--- src/rtl/conv_ctrl_if.sv ---
//------------------------------------------------------------------------------
// Module      : conv_ctrl_if
// Description : Bus bundle between the convolution sequencer and its
//               neighbours: input-buffer read port, accumulator control for
//               conv_layer, and the output-pixel valid/ready handshake.
//               master = sequencer side, slave = datapath/buffer side.
// Ports       : rd_en_o/rd_addr_o    input-buffer read strobe and address
//               acc_clr_o/acc_en_o   accumulator clear / enable
//               tap_o                weight index aligned with acc_en_o
//               out_valid_o/out_ready_i/out_addr_o  output-pixel handshake
// Revision    : 1.0 - initial release
//------------------------------------------------------------------------------
`default_nettype none

interface conv_ctrl_if #(
    parameter int ADDR_W = 6,
    parameter int TAP_W  = 4
);
    logic              rd_en_o;
    logic [ADDR_W-1:0] rd_addr_o;
    logic              acc_clr_o;
    logic              acc_en_o;
    logic [TAP_W-1:0]  tap_o;
    logic              out_valid_o;
    logic              out_ready_i;
    logic [ADDR_W-1:0] out_addr_o;

    modport master (
        output rd_en_o, rd_addr_o, acc_clr_o, acc_en_o, tap_o,
        output out_valid_o, out_addr_o,
        input  out_ready_i
    );

    modport slave (
        input  rd_en_o, rd_addr_o, acc_clr_o, acc_en_o, tap_o,
        input  out_valid_o, out_addr_o,
        output out_ready_i
    );
endinterface

`default_nettype wire

--- src/rtl/conv_ctrl.sv ---
//------------------------------------------------------------------------------
// Module      : conv_ctrl
// Description : Sequencer for the conv_layer datapath. Sweeps a KxK window
//               (stride 1, no padding) over an IMG_W x IMG_H map, issuing one
//               input read per tap, driving accumulator clear/enable/tap, then
//               presenting each finished pixel on a valid/ready handshake.
//               done_o pulses for one cycle after the last pixel is accepted.
// Ports       : clk_i    rising-edge clock
//               rst_n    asynchronous active-low reset
//               start_i  start request, honoured only in IDLE
//               busy_o   high whenever not IDLE
//               done_o   one-cycle completion pulse
//               bus      conv_ctrl_if master modport (read / acc / output)
// Revision    : 1.0 - initial release
//------------------------------------------------------------------------------
`default_nettype none

module conv_ctrl #(
    parameter int IMG_W  = 8,
    parameter int IMG_H  = 8,
    parameter int K      = 3,
    parameter int ADDR_W = 6,
    parameter int TAP_W  = 4
) (
    input  wire logic    clk_i,
    input  wire logic    rst_n,
    input  wire logic    start_i,
    output logic         busy_o,
    output logic         done_o,
    conv_ctrl_if.master  bus
);

    localparam int OUT_W = IMG_W - K + 1;
    localparam int OUT_H = IMG_H - K + 1;

    localparam logic [ADDR_W-1:0] c_km1     = ADDR_W'(K - 1);
    localparam logic [ADDR_W-1:0] c_img_w   = ADDR_W'(IMG_W);
    localparam logic [ADDR_W-1:0] c_out_w   = ADDR_W'(OUT_W);
    localparam logic [ADDR_W-1:0] c_out_wm1 = ADDR_W'(OUT_W - 1);
    localparam logic [ADDR_W-1:0] c_out_hm1 = ADDR_W'(OUT_H - 1);
    localparam logic [TAP_W-1:0]  c_k_tap   = TAP_W'(K);

    typedef enum logic [2:0] {
        S_IDLE  = 3'd0,
        S_FETCH = 3'd1,
        S_DRAIN = 3'd2,
        S_WRITE = 3'd3,
        S_DONE  = 3'd4
    } state_t;

    state_t            r_state;
    state_t            w_state_nxt;

    logic [ADDR_W-1:0] r_ox, r_oy, r_kx, r_ky;
    logic [ADDR_W-1:0] w_ox_nxt, w_oy_nxt, w_kx_nxt, w_ky_nxt;

    // Registered accumulator controls: one cycle behind the read they follow
    logic              r_acc_en;
    logic              r_acc_clr;
    logic [TAP_W-1:0]  r_tap;

    logic              w_rd_en;
    logic [ADDR_W-1:0] w_rd_addr;
    logic [TAP_W-1:0]  w_tap;
    logic              w_first_tap;
    logic              w_out_valid;
    logic [ADDR_W-1:0] w_out_addr;

    always_ff @(posedge clk_i or negedge rst_n) begin
        if (!rst_n) begin
            r_state   <= S_IDLE;
            r_ox      <= '0;
            r_oy      <= '0;
            r_kx      <= '0;
            r_ky      <= '0;
            r_acc_en  <= 1'b0;
            r_acc_clr <= 1'b0;
            r_tap     <= '0;
        end else begin
            r_state   <= w_state_nxt;
            r_ox      <= w_ox_nxt;
            r_oy      <= w_oy_nxt;
            r_kx      <= w_kx_nxt;
            r_ky      <= w_ky_nxt;
            r_acc_en  <= w_rd_en;
            r_acc_clr <= w_rd_en & w_first_tap;
            r_tap     <= w_tap;
        end
    end

    always_comb begin
        w_state_nxt = r_state;
        w_ox_nxt    = r_ox;
        w_oy_nxt    = r_oy;
        w_kx_nxt    = r_kx;
        w_ky_nxt    = r_ky;
        w_rd_en     = 1'b0;
        w_rd_addr   = '0;
        w_tap       = '0;
        w_first_tap = (r_kx == '0) && (r_ky == '0);
        w_out_valid = 1'b0;
        w_out_addr  = '0;

        case (r_state)
            S_IDLE: begin
                if (start_i) begin
                    w_state_nxt = S_FETCH;
                    w_ox_nxt    = '0;
                    w_oy_nxt    = '0;
                    w_kx_nxt    = '0;
                    w_ky_nxt    = '0;
                end
            end

            S_FETCH: begin
                w_rd_en   = 1'b1;
                w_rd_addr = (r_oy + r_ky) * c_img_w + r_ox + r_kx;
                w_tap     = TAP_W'(r_ky) * c_k_tap + TAP_W'(r_kx);
                if (r_kx == c_km1) begin
                    w_kx_nxt = '0;
                    if (r_ky == c_km1) begin
                        // Last tap issued; its data is accumulated in DRAIN
                        w_ky_nxt    = '0;
                        w_state_nxt = S_DRAIN;
                    end else begin
                        w_ky_nxt = r_ky + 1'b1;
                    end
                end else begin
                    w_kx_nxt = r_kx + 1'b1;
                end
            end

            S_DRAIN: begin
                w_state_nxt = S_WRITE;
            end

            S_WRITE: begin
                w_out_valid = 1'b1;
                w_out_addr  = r_oy * c_out_w + r_ox;
                // out_ready_i only steers the transition, never an output
                if (bus.out_ready_i) begin
                    if ((r_ox == c_out_wm1) && (r_oy == c_out_hm1)) begin
                        w_ox_nxt    = '0;
                        w_oy_nxt    = '0;
                        w_state_nxt = S_DONE;
                    end else begin
                        w_state_nxt = S_FETCH;
                        if (r_ox == c_out_wm1) begin
                            w_ox_nxt = '0;
                            w_oy_nxt = r_oy + 1'b1;
                        end else begin
                            w_ox_nxt = r_ox + 1'b1;
                        end
                    end
                end
            end

            S_DONE: begin
                w_state_nxt = S_IDLE;
            end

            default: begin
                w_state_nxt = S_IDLE;
            end
        endcase
    end

    assign busy_o          = (r_state != S_IDLE);
    assign done_o          = (r_state == S_DONE);
    assign bus.rd_en_o     = w_rd_en;
    assign bus.rd_addr_o   = w_rd_addr;
    assign bus.acc_en_o    = r_acc_en;
    assign bus.acc_clr_o   = r_acc_clr;
    assign bus.tap_o       = r_tap;
    assign bus.out_valid_o = w_out_valid;
    assign bus.out_addr_o  = w_out_addr;

endmodule

`default_nettype wire

--- src/flat_wrapper.sv ---
// flat-port wrapper written by rule: the top's interface ports become plain ports
module conv_ctrl_flat 
#(
    parameter int IMG_W  = 8,
    parameter int IMG_H  = 8,
    parameter int K      = 3,
    parameter int ADDR_W = 6,
    parameter int TAP_W  = 4
)
  (clk_i, rst_n, start_i, busy_o, done_o, bus_rd_en_o, bus_rd_addr_o, bus_acc_clr_o, bus_acc_en_o, bus_tap_o, bus_out_valid_o, bus_out_addr_o, bus_out_ready_i);
  conv_ctrl_if #(.ADDR_W(ADDR_W), .TAP_W(TAP_W)) bus_i ();
  input  wire logic clk_i;
  input  wire logic rst_n;
  input  wire logic start_i;
  output logic busy_o;
  output logic done_o;
  output wire logic [$bits(bus_i.rd_en_o)-1:0] bus_rd_en_o;
  output wire logic [$bits(bus_i.rd_addr_o)-1:0] bus_rd_addr_o;
  output wire logic [$bits(bus_i.acc_clr_o)-1:0] bus_acc_clr_o;
  output wire logic [$bits(bus_i.acc_en_o)-1:0] bus_acc_en_o;
  output wire logic [$bits(bus_i.tap_o)-1:0] bus_tap_o;
  output wire logic [$bits(bus_i.out_valid_o)-1:0] bus_out_valid_o;
  output wire logic [$bits(bus_i.out_addr_o)-1:0] bus_out_addr_o;
  input wire logic [$bits(bus_i.out_ready_i)-1:0] bus_out_ready_i;
  assign bus_rd_en_o = bus_i.rd_en_o;
  assign bus_rd_addr_o = bus_i.rd_addr_o;
  assign bus_acc_clr_o = bus_i.acc_clr_o;
  assign bus_acc_en_o = bus_i.acc_en_o;
  assign bus_tap_o = bus_i.tap_o;
  assign bus_out_valid_o = bus_i.out_valid_o;
  assign bus_out_addr_o = bus_i.out_addr_o;
  assign bus_i.out_ready_i = bus_out_ready_i;
  conv_ctrl #(.IMG_W(IMG_W), .IMG_H(IMG_H), .K(K), .ADDR_W(ADDR_W), .TAP_W(TAP_W)) u_core (.clk_i(clk_i), .rst_n(rst_n), .start_i(start_i), .busy_o(busy_o), .done_o(done_o), .bus(bus_i));
endmodule
--- config.mk ---
export PLATFORM = sky130hd
export DESIGN_NAME = conv_ctrl_flat
export DESIGN_NICKNAME = d
export VERILOG_FILES = /design/src/rtl/conv_ctrl_if.sv /design/src/rtl/conv_ctrl.sv /design/src/flat_wrapper.sv
export SDC_FILE = /design/constraint.sdc
export NUM_CORES = 1
export LEC_CHECK = 0
export ABC_AREA = 1
export BUFFER_PORTS_ARGS = -buffer_cell sky130_fd_sc_hd__clkbuf_2
export CORE_MARGIN = 2
export CORE_UTILIZATION = 60
export CTS_BUF_LIST = sky130_fd_sc_hd__clkbuf_4
export CTS_CLUSTER_DIAMETER = 150
export CTS_CLUSTER_SIZE = 28
export DETAILED_ROUTE_END_ITERATION = 7
export GPL_ROUTABILITY_DRIVEN = 0
export PLACE_DENSITY_LB_ADDON = 0.12
export RECOVER_POWER = 50
export SYNTH_ARGS = -nofsm -noshare
export SYNTH_HDL_FRONTEND = slang
export SYNTH_SLANG_ARGS = --single-unit
--- constraint.sdc ---
create_clock -name clk_i -period 3.7 [get_ports clk_i]
set_clock_uncertainty 0.15 [all_clocks]
set_input_delay 0.74 -clock clk_i [delete_from_list [all_inputs] [get_ports clk_i]]
set_output_delay 0.74 -clock clk_i [all_outputs]
set_load 0.1 [all_outputs]
# Word level (Yosys, flattened, before mapping)
# Index checks and enable logic that the tools add are counted.
totals:
  regBits: 33
  output_inout_bits: 22
  elab_cells: 71
op_classes:
  bitwise_logic: 1
  n_mux: 25
  n_eq_ne: 13
  addsub: 9
  n_reduce_logical: 13
  multipliers: 2
ops:
  columns: ["operator", "count"]
  rows:
  - ["two-way mux 6 bit", 12]
  - ["case mux 6 bit (2 select lines)", 4]
  - ["adder 6 x 1 -> 6 bit (second input constant)", 4]
  - ["adder 6 bit", 3]
  - ["two-way mux 3 bit", 5]
  - ["== test 6 x 2 -> 1 bit (second input constant)", 2]
  - ["== test 6 x 3 -> 1 bit (second input constant)", 2]
  - ["logical NOT 6 bit", 2]
  - ["case mux 3 bit (4 select lines)", 1]
  - ["AND reduction 4 bit", 2]
  - ["== test 3 x 2 -> 1 bit (second input constant)", 2]
  - ["multiplier 6 x 2 -> 5 bit (second input constant)", 1]
  - ["AND reduction 3 bit", 2]
  - ["adder 4 bit", 1]
  - ["multiplier 4 x 2 -> 4 bit (second input constant)", 1]
  - ["two-way mux 4 bit", 1]
  - ["!= test 2 x 1 -> 1 bit (second input constant)", 2]
  - ["!= test 2 bit (second input constant)", 2]
  - ["nonzero test 2 bit", 2]
  - ["adder 3 bit", 1]
  - ["== test 3 x 1 -> 1 bit (second input constant)", 1]
  - ["== test 3 bit (second input constant)", 1]
  - ["logical NOT 3 bit", 1]
  - ["!= test 3 x 1 -> 1 bit (second input constant)", 1]
  - ["5 further kinds", 7]

# Depth between registers and ports, before layout
# Gate-level depths: netlist of run 1.
logic_depth:
  word_depth: 5
  ltp_mapped: 12

# Worst setup path after synthesis of run 1
# OpenSTA, ideal clock, no wires.
synth_path:
  path_type: "reg-to-output"
  startpoint: "register u_core.r_ky[0]"
  endpoint: "output bus_rd_addr_o[5]"
  slack_ps: -823
  path_stages_with_launch: 11
  required_ps: 2810
  n_path_buf: 0
  arrival_time_ps: 3633
  cell_sequence: "dfrtp_1 ha_1 inv_1 fa_1 fa_1 inv_1 ha_1 a21o_1 nand3_1 nand2_1 nor2_1"
synth_between:
  elab_chain_cells: 4
synth_rtl:
  columns: ["item", "line", "rtl"]
  rows:
  - ["from (decl)", "conv_ctrl.sv:54", "logic [ADDR_W-1:0] r_ox, r_oy, r_kx, r_ky;"]
  - ["from (signal assigned)", "conv_ctrl.sv:84", "r_ky <= w_ky_nxt;"]
  - ["adder 3 bit", "conv_ctrl.sv:117", "w_rd_addr = (r_oy + r_ky) * c_img_w + r_ox + r_kx;"]
  - ["adder 6 bit (2 in series)", "conv_ctrl.sv:117", null]
  - ["two-way mux 6 bit", "conv_ctrl.sv:104", "case (r_state)"]
  - ["to (decl)", "flat_wrapper.sv:18", "output wire logic [$bits(bus_i.rd_addr_o)-1:0] bus_rd_addr_o;"]
# No other way between the ends.

# Worst setup path in the final report of run 1
layout_path:
  startpoint: "register u_core.r_oy[0]"
  endpoint: "output bus_rd_addr_o[5]"
layout_between:
  elab_chain_cells: 4
layout_rtl:
  columns: ["item", "line", "rtl"]
  rows:
  - ["from (decl)", "conv_ctrl.sv:54", null]
  - ["from (signal assigned)", "conv_ctrl.sv:82", "r_oy <= w_oy_nxt;"]
  - ["adder 3 bit", "conv_ctrl.sv:117", null]
  - ["adder 6 bit (2 in series)", "conv_ctrl.sv:117", null]
  - ["two-way mux 6 bit", "conv_ctrl.sv:104", null]
# No other way between the ends.

==> results of run 1 <==
## cell type report
cell class                 count  area (um^2)
clock buffer                   6         45.0
tap                           52         65.1
fill                         337         1240
timing repair buffer          30          225
sequential                    33          826
inverter                      50          195
multi-input combinational    244         1720
clock inverter                 2         33.8
## how the worst max path moves through the flow
stage	startpoint	slack [ps]	depth (start not counted)	to
global route	u_core.r_ky[0]	-140	11	bus_rd_addr_o[5]
global placement	u_core.r_ky[0]	250	11	bus_rd_addr_o[5]
CTS	u_core.r_oy[0]	-20	11	bus_rd_addr_o[5]
floorplan	u_core.r_ky[0]	-370	10	bus_rd_addr_o[5]
detailed placement	u_core.r_ky[0]	210	11	bus_rd_addr_o[5]
finish	u_core.r_oy[0]	-4	11	bus_rd_addr_o[5]
## logic make-up after synthesis
family          after synthesis  share of synthesized area [%]
flops                        33                           30.6
fa+ha+maj                    40                           21.0
simple gates                148                           26.7
buf+inv                      53                           7.83
compound gates               41                           8.99
xor+xnor                     15                           4.87
## repair_timing
| action | in CTS | in global routing |
|---|---|---|
| gates resized for setup | 5 | 4 |
| endpoints found under the setup margin | 3 | 5 |
| buffers inserted | 0 | 1 |
| pin swaps | 7 | 4 |
## synth_stat cells
master,instances,area [um^2]
o21ai_0,6,30.0
o21a_1,1,7.51
nand3_1,29,145
nor3b_1,1,7.51
nor2_4,2,22.5
xor2_1,11,96.3
o21ai_2,5,43.8
nand3b_1,3,22.5
nor4_1,1,6.26
nor3_2,1,10.0
clkbuf_1,1,3.75
nand2_2,8,50.1
nand2_1,65,244
nand2_4,2,22.5
o22ai_1,6,37.5
inv_4,3,18.8
nor2_1,26,97.6
nand4_1,4,25.0
nand4_2,1,12.5
nor3_1,3,15.0
nor2_8,2,40.0
buf_2,1,5.00
a21o_1,2,15.0
buf_4,1,7.51
o21ai_1,6,30.0
a21oi_1,13,65.1
inv_2,4,15.0
inv_1,43,161
ha_1,31,388
o31ai_1,1,7.51
a31oi_1,1,6.26
fa_1,9,180
dfrtp_1,33,826
xnor2_1,4,35.0
## per-layer routing
layer  wire (um)  GRT usage [%]  share of wire (%)
met5           0              0                  0
met4         174           11.9                3.2
met3         276           4.56                5.1
met2        2500           37.7                 46
met1        2520           31.4                 46
## registers in the layout, indices dropped and copies added (netlist names)
signal,cells
u_core.bus.tap_o,4
u_core.bus.acc_clr_o,1
u_core.r_oy,6
u_core.r_ox,6
u_core.r_kx,6
u_core.r_state,3
u_core.bus.acc_en_o,1
u_core.r_ky,6
## power by group
part	switching, mW	leakage [nW]	internal [mW]
clock network	0.130	0.0433	0.148
registers	0.0661	0.450	0.425
logic	0.953	1.10	0.306
## metrics by stage
step,setup slack [ps],TNS (ps),utilization (%),total power [mW],std cells
6_report,-3.99,-3.99,71.5,2.03,417
5_1_grt,-142,-205,71.5,2.17,417
4_1_cts,-15.1,-15.1,70.9,2.02,416
3_5_place_dp,207,0,68.6,1.73,408
3_3_place_gp,246,0,68.6,1.71,408
2_1_floorplan,-367,-367,-,1.48,330
## critical path, stage by stage, from the launching register on
cell and delay (ps):
dfrtp_1 400, ha_2 190, inv_2 50, fa_1 420, fa_1 530, inv_2 50
ha_4 210, a21o_1 160, nand3_1 70, nand2_1 70, nor2_2 140, buf_12 190
==> insert_results.sql, run 1 <==
INSERT INTO impl_metrics (metric_group, metric, value, unit) VALUES
('outcome', 'status', 'finished, violations left', ''),
('outcome', 'violated_checks', 'setup timing', ''),
('finish', 'most-common-layout-cells', 'nand2_1, inv_1, dfrtp_1, nand3_1, ha_1', ''),
('clock_network', 'cts_hold_repair.buffers', '0', ''),
('grt', 'grt_pass1_vias', '2186', ''),
('grt', 'grt_pass1_wl', '9490', 'um'),
('clock_network', 'clock-sinks', '33', ''),
('power_and_ir_drop', 'peakVddDrop', '0.509', 'mV'),
('worst_setup_path', 'crit_fanout', '2', ''),
('sta', 'slew_violations', '0', ''),
('route', 'drc', '0', ''),
('logic_synthesis', 'syn_inst', '330', ''),
('route', 'detailedRoute.firstPassIterationCount', '4', ''),
('grt', 'grt_overflow', '0', ''),
('sta', 'post-route-min-period', '3700', 'ps'),
('clock_network', 'cts_root_buf', 'clkbuf_4', ''),
('worst_setup_path', 'startpoint_type', 'flip-flop', ''),
('placed_design', 'post_dp_cell_area', '2990', 'um^2'),
('worst_setup_path', 'cp.arrival', '2810', 'ps'),
('floorplan', 'die-width', '71.1', 'um'),
('route', 'postRouteAntennaNets', '0', ''),
('floorplan', 'die_area', '5050', 'um^2'),
('worst_setup_path', 'regToRegEndpoint', 'u_core.bus.tap_o[3]', ''),
('clock_network', 'tritoncts', 'built', ''),
('power_and_ir_drop', 'power.leakage', '1.59', 'nW'),
('floorplan', 'start_util', '62.0', '%'),
('clock_network', 'number_of_cts_inserted_buffers', '5', ''),
('route', 'routed_wire_length_per_instance', '13.1', 'um'),
('clock_network', 'htree_levels', '2', ''),
('logic_synthesis', 'avgSynthCellArea', '8.18', 'um^2'),
('sta', 'post_route_clock_period_utilization', '100', '%'),
('logic_synthesis', 'yosys_synthesis_warning_count', '0', ''),
('logic_synthesis', 'post_synth_instance_area', '2700', 'um^2'),
('sta', 'slew_of_the_pin_with_the_lowest_slew_margin', '818', 'ps'),
('route', 'detailedRoute.firstIterationViolations', '109', ''),
('placed_design', 'numPortBuffers', '25', ''),
('clock_network', 'ctsLongestPathBuffers', '2', ''),
('worst_setup_path', 'required', '2810', 'ps'),
('sta', 'hold_viol', '0', ''),
('min_path', 'min_path_type', 'input pin to asynchronous set/reset pin', ''),
('floorplan', 'ioPinCount', '26', ''),
('worst_setup_path', 'reg2regPathDepth', '8', ''),
('job', 'max_cap_viol_count', '0', ''),
('floorplan', 'chipHeight', '71.1', 'um'),
('route', 'routed-via-count', '2256', ''),
('logic_synthesis', 'yosys.cell_types.count', '34', ''),
('clock_network', 'clk-insertion-delay-late', '340', 'ps'),
('finish', 'layout_nets', '408', ''),
('clock_network', 'worst_setup_hold_path_clk_slew', '110', 'ps'),
('floorplan', 'core_region_area', '4350', 'um^2'),
('worst_setup_path', 'reg2reg_from', 'u_core.r_ky[0]', ''),
('finish', 'layout.cells.most_common', 'nand2_1', ''),
('logic_synthesis', 'ys_ff_latch', '33', ''),
('sta', 'final.hold.worst_slack', '318', 'ps'),
('power_and_ir_drop', 'power_density_relative_to_cell_area', '651', 'nW/um^2'),
('grt', 'grt_antenna_before_repair', '0', ''),
('sta', 'fmax', '0.270', 'GHz'),
('grt', 'groute.usage.overall', '23.9', '%'),
('worst_setup_path', 'cp-end-kind', 'output pin', ''),
('worst_setup_path', 'r2r_slack', '1370', 'ps'),
('finish', 'areaGrowthSynthToFinish', '15.3', '%'),
('sta', 'setup_viol_count_final', '1', ''),
('sta', 'rsz0062_at_grt', 'true', ''),
('grt', 'grt_start_max_net_pins', '34', ''),
('placed_design', 'dpl.hpwl', '4150', 'um'),
('logic_synthesis', 'syn_nets', '374', ''),
('logic_synthesis', 'seq_area_frac_synth', '30.6', '%'),
('floorplan', 'placement_rows', '24', ''),
('route', 'route.final.wire_length', '5470', 'um'),
('sta', 'slew-limit-headroom', '45.5', '%'),
('finish', 'layout-drive-gt1-share', '21.9', '%'),
('finish', 'final_cell_area', '3110', 'um^2'),
('worst_setup_path', 'crit_type', 'flip-flop to output pin', ''),
('route', 'drt-vias-per-instance', '5.41', ''),
('sta', 'setup_slack', '-3.99', 'ps'),
('finish', 'diodes', '0', '');
No activity file was read; power rests on OpenSTA's default activity.
==> run 2, diff against run 1 <==
--- a/config.mk
+++ b/config.mk
@@ -7,6 +7,7 @@
 export LEC_CHECK = 0
 export ABC_AREA = 1
 export BUFFER_PORTS_ARGS = -buffer_cell sky130_fd_sc_hd__clkbuf_2
+export CORE_ASPECT_RATIO = 1.1
 export CORE_MARGIN = 2
 export CORE_UTILIZATION = 60
 export CTS_BUF_LIST = sky130_fd_sc_hd__clkbuf_4
==> run 2 against run 1 <==
Against the previous run:
- the run ends with capacitance limit, slew limit, setup timing left
- register-to-register slack got worse by 230 ps
- die area about the same
- clock power decreased by 28%
- non-clock buffer count did not move
- maximum frequency down 0.22%
- critical path depth is the same
- hold slack improved by 78 ps
- routed wire length up 4.9%
- cell count rose by 0.48%
- combinational power barely moved
- critical path type unchanged
- highest routed layer unchanged
==> insert_results.sql, run 2 (same netlist as run 1, synthesis figures left out) <==
INSERT INTO impl_metrics (metric_group, metric, value, unit) VALUES
('floorplan', 'die_area', '5050', 'um^2'),
('clock_network', 'cts_hold_repair.buffers', '0', ''),
('grt', 'grt_overflow', '0', ''),
('sta', 'slew_violations', '34', ''),
('finish', 'number_of_standard_cells_in_the_final_layout_excluding_fillers', '419', ''),
('clock_network', 'clock-sinks', '33', ''),
('placed_design', 'place.detailed.instances', '410', ''),
('sta', 'hold_viol', '0', ''),
('sta', 'slew_of_the_pin_with_the_lowest_slew_margin', '1860', 'ps'),
('outcome', 'status', 'finished, violations left', ''),
('clock_network', 'cts_root_buf', 'clkbuf_4', ''),
('power_and_ir_drop', 'power_density_relative_to_cell_area', '628', 'nW/um^2'),
('worst_setup_path', 'r2r_slack', '1140', 'ps'),
('job', 'max_cap_viol_count', '1', ''),
('sta', 'setup_slack', '-12.1', 'ps'),
('clock_network', 'clk-insertion-delay-late', '350', 'ps'),
('worst_setup_path', 'required', '2810', 'ps'),
('placed_design', 'post_dp_cell_area', '2990', 'um^2'),
('sta', 'slew-limit-headroom', '-23.8', '%'),
('finish', 'final_cell_area', '3070', 'um^2'),
('finish', 'layout.cells.most_common', 'nand2_1', ''),
('power_and_ir_drop', 'peakVddDrop', '0.291', 'mV'),
('floorplan', 'start_util', '62.6', '%'),
('sta', 'post-route-min-period', '3710', 'ps'),
('route', 'detailedRoute.firstPassIterationCount', '4', ''),
('route', 'routed_wire_length_per_instance', '13.7', 'um'),
('route', 'drc', '0', ''),
('finish', 'diodes', '0', ''),
('finish', 'utilization_of_the_core_after_routing', '71.2', '%'),
('sta', 'fmax', '0.269', 'GHz'),
('finish', 'areaGrowthSynthToFinish', '13.8', '%'),
('floorplan', 'core_region_area', '4320', 'um^2'),
('outcome', 'violated_checks', 'capacitance limit, slew limit, setup timing', ''),
('floorplan', 'ioPinCount', '26', ''),
('worst_setup_path', 'cp.arrival', '2820', 'ps'),
('floorplan', 'placement_rows', '25', ''),
('clock_network', 'tritoncts', 'built', ''),
('clock_network', 'ctsLongestPathBuffers', '2', ''),
('sta', 'setup-tns-final', '-12.1', 'ps'),
('grt', 'grt_antenna_before_repair', '0', ''),
('finish', 'nFillCells', '358', ''),
('route', 'routed-via-count', '2263', ''),
('route', 'route.final.wire_length', '5730', 'um'),
('clock_network', 'number_of_cts_inserted_buffers', '5', ''),
('worst_setup_path', 'crit_type', 'flip-flop to output pin', ''),
('clock_network', 'worst_setup_hold_path_clk_slew', '110', 'ps'),
('grt', 'groute.usage.overall', '25.3', '%'),
('sta', 'rsz0062_at_grt', 'true', ''),
('route', 'drt-vias-per-instance', '5.40', ''),
('finish', 'layout-drive-gt1-share', '20.5', '%'),
('min_path', 'min_path_type', 'flip-flop to flip-flop', ''),
('worst_setup_path', 'cp-end-kind', 'output pin', ''),
('finish', 'layout_nets', '408', ''),
('floorplan', 'chipHeight', '74.4', 'um'),
('route', 'postRouteAntennaNets', '0', ''),
('sta', 'post_route_clock_period_utilization', '100', '%'),
('placed_design', 'dpl.hpwl', '4340', 'um'),
('worst_setup_path', 'startpoint_type', 'flip-flop', ''),
('clock_network', 'htree_levels', '2', ''),
('grt', 'grt_pass1_wl', '9560', 'um'),
('route', 'detailedRoute.firstIterationViolations', '142', ''),
('sta', 'setup_viol_count_final', '1', ''),
('placed_design', 'numPortBuffers', '25', ''),
('floorplan', 'die-width', '68.0', 'um'),
('finish', 'most-common-layout-cells', 'nand2_1, inv_1, dfrtp_1, nand3_1, ha_1', ''),
('power_and_ir_drop', 'power.leakage', '1.57', 'nW'),
('grt', 'grt_pass1_vias', '2184', ''),
('worst_setup_path', 'crit_fanout', '2', ''),
('grt', 'grt_start_max_net_pins', '34', '');
==> run 2: final cells by class <==
type                            instances  area, um^2  area share (%)
Multi-Input combinational cell        244        1710            55.7
Sequential cell                        33         826            26.9
Timing Repair Buffer                   30         223            7.25
Inverter                               50         195            6.35
Tap cell                               54        67.6            2.20
Clock buffer                            5        37.5            1.22
Clock inverter                          3        12.5           0.407
==> run 2: worst max-delay path, stage by stage, from the launching register on <==
cell and delay (ps):
dfrtp_1 400, ha_2 190, inv_2 50, fa_1 440, fa_1 550, inv_2 50, ha_4 210, a21o_1 160
nand3_1 60, nand2_1 60, nor2_2 130, buf_12 190
==> run 2: per-layer routing <==
metal | track usage (%) | wire [um] | up-vias
li1 | - | - | 1146
met1 | 28.2 | 2450 | 1067
met2 | 46.8 | 3020 | 41
met3 | 6.51 | 199 | 9
met4 | 7.56 | 68 | 0
met5 | 0 | 0 | -
==> run 2: through the flow <==
step	setup WS, ps	total power [mW]	hold slack, ps
after floorplan	-367	1.48	294
after global placement	233	1.71	367
after detailed placement	202	1.74	367
after CTS	-39.4	1.94	360
after global routing	-130	2.06	443
final	-12.1	1.93	395
==> run 2: repair_timing <==
action / in CTS / in global routing
hold endpoints to repair: 0 / 0
buffers inserted: 0 / 1
setup endpoints to repair: 3 / 5
pin swaps: 7 / 4
gates resized for setup: 5 / 5
cloned: 0 / 0
==> run 2: worst paths after layout <==
check,to,cells past startpoint,start
min in group asynchronous,u_core.r_ky[5],1,rst_n
worst min register to register,u_core.r_ky[5],2,u_core.r_ky[5]
max in group asynchronous,u_core.r_ox[2],1,rst_n
worst max register to register,u_core.bus.tap_o[3],9,u_core.r_ky[0]
worst min-delay path,u_core.r_ky[5],2,u_core.r_ky[5]
worst max-delay path,bus_rd_addr_o[5],11,u_core.r_oy[0]
==> run 2: report_power, final <==
part	leakage, nW	total, mW	switching (mW)	internal [mW]
clock network	0.0300	0.199	0.131	0.0687
registers	0.450	0.495	0.0690	0.426
logic	1.09	1.24	0.944	0.292
==> run 3, diff against run 2 <==
--- a/config.mk
+++ b/config.mk
@@ -6,7 +6,6 @@
 export NUM_CORES = 1
 export LEC_CHECK = 0
 export ABC_AREA = 1
-export BUFFER_PORTS_ARGS = -buffer_cell sky130_fd_sc_hd__clkbuf_2
 export CORE_ASPECT_RATIO = 1.1
 export CORE_MARGIN = 2
 export CORE_UTILIZATION = 60
@@ -14,9 +13,10 @@
 export CTS_CLUSTER_DIAMETER = 150
 export CTS_CLUSTER_SIZE = 28
 export DETAILED_ROUTE_END_ITERATION = 7
-export GPL_ROUTABILITY_DRIVEN = 0
+export DONT_BUFFER_PORTS = 1
 export PLACE_DENSITY_LB_ADDON = 0.12
 export RECOVER_POWER = 50
+export SKIP_LAST_GASP = 1
 export SYNTH_ARGS = -nofsm -noshare
 export SYNTH_HDL_FRONTEND = slang
 export SYNTH_SLANG_ARGS = --single-unit
==> run 3 against run 2 <==
Against the previous run:
- the flow still finishes with violations (capacitance limit, slew limit, setup timing)
- combinational power is 13% lower
- clock power hardly changed
- via count shrank 2.3%
- hold slack lost 13 ps
- routed wire length is 0.19% higher
- total power grew 0.80%
- die area stayed put
- largest cell class unchanged
- largest power group unchanged
==> insert_results.sql, run 3 (same netlist as run 1, synthesis figures left out) <==
INSERT INTO impl_metrics (metric_group, metric, value, unit) VALUES
('outcome', 'status', 'finished, violations left', ''),
('outcome', 'violated_checks', 'capacitance limit, slew limit, setup timing', ''),
('route', 'routed-via-count', '2212', ''),
('min_path', 'min_path_type', 'flip-flop to flip-flop', ''),
('worst_setup_path', 'critical_path_top_delay_cell', 'fa_1', ''),
('sta', 'setup_viol_count_final', '1', ''),
('power_and_ir_drop', 'power.leakage', '1.55', 'nW'),
('floorplan', 'chipHeight', '74.4', 'um'),
('grt', 'grt_start_max_net_pins', '34', ''),
('floorplan', 'die-width', '68.0', 'um'),
('clock_network', 'cts_root_buf', 'clkbuf_4', ''),
('finish', 'layout-drive-gt1-share', '21.1', '%'),
('route', 'detailedRoute.firstPassIterationCount', '4', ''),
('floorplan', 'core_region_area', '4320', 'um^2'),
('floorplan', 'die_area', '5050', 'um^2'),
('worst_setup_path', 'cp.arrival', '2830', 'ps'),
('clock_network', 'number_of_cts_inserted_buffers', '5', ''),
('floorplan', 'placement_rows', '25', ''),
('worst_setup_path', 'cell_breakdown_of_the_critical_path', 'ha_2, inv_2, fa_1, fa_1, inv_2, ha_4, a21o_1, nand3_1, nand2_1, nor2_2, buf_12', ''),
('power_and_ir_drop', 'peakVddDrop', '0.317', 'mV'),
('sta', 'fmax', '0.269', 'GHz'),
('worst_setup_path', 'endpoint', 'bus_rd_addr_o[5]', ''),
('worst_setup_path', 'crit_buf_inv', '3', ''),
('grt', 'grt_pass1_wl', '9950', 'um'),
('sta', 'slew_violations', '34', ''),
('worst_setup_path', 'required', '2810', 'ps'),
('floorplan', 'start_util', '62.6', '%'),
('sta', 'setup_slack', '-16.7', 'ps'),
('finish', 'layout.cells.most_common', 'nand2_1', ''),
('route', 'drc', '0', ''),
('finish', 'total_area_of_multi_input_combinational_cells', '1750', 'um^2'),
('route', 'route.final.wire_length', '5750', 'um'),
('worst_setup_path', 'regToRegEndpoint', 'u_core.bus.tap_o[3]', ''),
('finish', 'nFillCells', '359', ''),
('worst_setup_path', 'r2r_slack', '1150', 'ps'),
('sta', 'rsz0062_at_grt', 'true', ''),
('clock_network', 'clk-insertion-delay-late', '340', 'ps'),
('worst_setup_path', 'cpLargestDelayFamily', 'adder cells', ''),
('worst_setup_path', 'critical_path_depth', '11', ''),
('placed_design', 'numPortBuffers', '0', ''),
('sta', 'slew_of_the_pin_with_the_lowest_slew_margin', '1840', 'ps'),
('sta', 'post_route_clock_period_utilization', '100', '%'),
('route', 'drt-vias-per-instance', '5.40', ''),
('placed_design', 'place.detailed.instances', '400', ''),
('finish', 'layout_nets', '400', ''),
('worst_setup_path', 'reg2regPathDepth', '8', ''),
('job', 'max_cap_viol_count', '1', ''),
('finish', 'diodes', '0', ''),
('finish', 'storage_element_area', '826', 'um^2'),
('grt', 'grt_overflow', '0', ''),
('sta', 'slew-limit-headroom', '-22.5', '%'),
('clock_network', 'ctsLongestPathBuffers', '2', ''),
('clock_network', 'worst_setup_hold_path_clk_slew', '100', 'ps'),
('worst_setup_path', 'reg2reg_from', 'u_core.r_ky[0]', ''),
('worst_setup_path', 'cp-end-kind', 'output pin', ''),
('sta', 'setup-tns-final', '-16.7', 'ps'),
('sta', 'post-route-min-period', '3720', 'ps'),
('clock_network', 'htree_levels', '2', ''),
('finish', 'number_of_standard_cells_in_the_final_layout_excluding_fillers', '410', ''),
('worst_setup_path', 'setup.worst_path.start', 'u_core.r_oy[0]', ''),
('placed_design', 'gp_congestion', '0.816', ''),
('grt', 'groute.usage.overall', '26.0', '%'),
('grt', 'grt_antenna_before_repair', '0', ''),
('finish', 'final_cell_area', '3110', 'um^2'),
('power_and_ir_drop', 'totalPowerFinal', '1.95', 'mW'),
('finish', 'areaGrowthSynthToFinish', '15.1', '%'),
('worst_setup_path', 'crit_fanout', '2', ''),
('grt', 'grt_pass1_vias', '2328', ''),
('sta', 'hold_viol', '0', ''),
('placed_design', 'dpl.hpwl', '4330', 'um'),
('worst_setup_path', 'startpoint_type', 'flip-flop', ''),
('worst_setup_path', 'crit_type', 'flip-flop to output pin', ''),
('route', 'detailedRoute.firstIterationViolations', '107', ''),
('clock_network', 'clock-sinks', '33', ''),
('power_and_ir_drop', 'power_density_relative_to_cell_area', '626', 'nW/um^2'),
('route', 'routed_wire_length_per_instance', '14.0', 'um'),
('worst_setup_path', 'highest_cell_delay_on_the_worst_timing_path', '540', 'ps'),
('finish', 'most-common-layout-cells', 'nand2_1, inv_1, dfrtp_1, nand3_1, ha_1', ''),
('floorplan', 'ioPinCount', '26', ''),
('sta', 'final.hold.worst_slack', '383', 'ps'),
('clock_network', 'tritoncts', 'built', ''),
('route', 'postRouteAntennaNets', '0', ''),
('placed_design', 'post_dp_cell_area', '3000', 'um^2');
## run 3: cell types whose count changed in the layout (fill, tap and decap cells not counted), sizes merged
cell,change
buf,+11
clkbuf,-18
clkinv,-2
clkinvlp,+1
inv,-1
## run 3: routing by layer
| metal | GRT usage, % | vias up | wire length, um |
|---|---|---|---|
| met5 | 0 | - | 0 |
| met4 | 8.22 | 0 | 83 |
| met3 | 3.78 | 9 | 130 |
| met2 | 48.1 | 31 | 3090 |
| met1 | 30.6 | 1053 | 2440 |
| li1 | - | 1119 | - |
## run 3: worst min path at each step
stage / start / endpoint / cells past startpoint
floorplan: rst_n / u_core.bus.acc_clr_o / 0
global placement: rst_n / u_core.r_ky[4] / 0
detailed placement: rst_n / u_core.r_ky[4] / 0
CTS: rst_n / u_core.r_ky[4] / 1
global route: u_core.r_oy[5] / u_core.r_oy[5] / 2
finish: u_core.r_ky[5] / u_core.r_ky[5] / 2
## run 3: through the flow
stage	worst slack, ps	util (%)
after global routing	-133	72.0
after floorplan	-367	-
after global placement	217	69.4
after CTS	-59.6	72.1
final	-16.7	72.0
after detailed placement	174	69.4
## run 3: worst min-delay path, delay by kind of cell (launching register included)
family / cells / cell delay [ps]
flops: 1 / 390
simple gates: 2 / 120
## run 3: final cells by class
| type | count | area share [%] |
|---|---|---|
| Clock buffer | 6 | 1.45 |
| Clock inverter | 1 | 0.121 |
| Inverter | 50 | 6.24 |
| Multi-Input combinational cell | 244 | 56.2 |
| Sequential cell | 33 | 26.6 |
| Tap cell | 54 | 2.17 |
| Timing Repair Buffer | 22 | 7.25 |
## run 3: where the power goes
group | switching, mW | leakage [nW] | internal (mW)
Clock | 0.124 | 0.0292 | 0.0764
Combinational | 0.782 | 1.07 | 0.296
Sequential | 0.246 | 0.450 | 0.422
Total | 1.15 | 1.55 | 0.794
## run 3: repair_timing
action                                  CTS  global route
hold buffers                              1             0
buffers inserted                          1             1
endpoints found under the setup margin    4             4
hold endpoints to repair                 33             0
pin swaps                                 7             4
gates resized for setup                   9             3
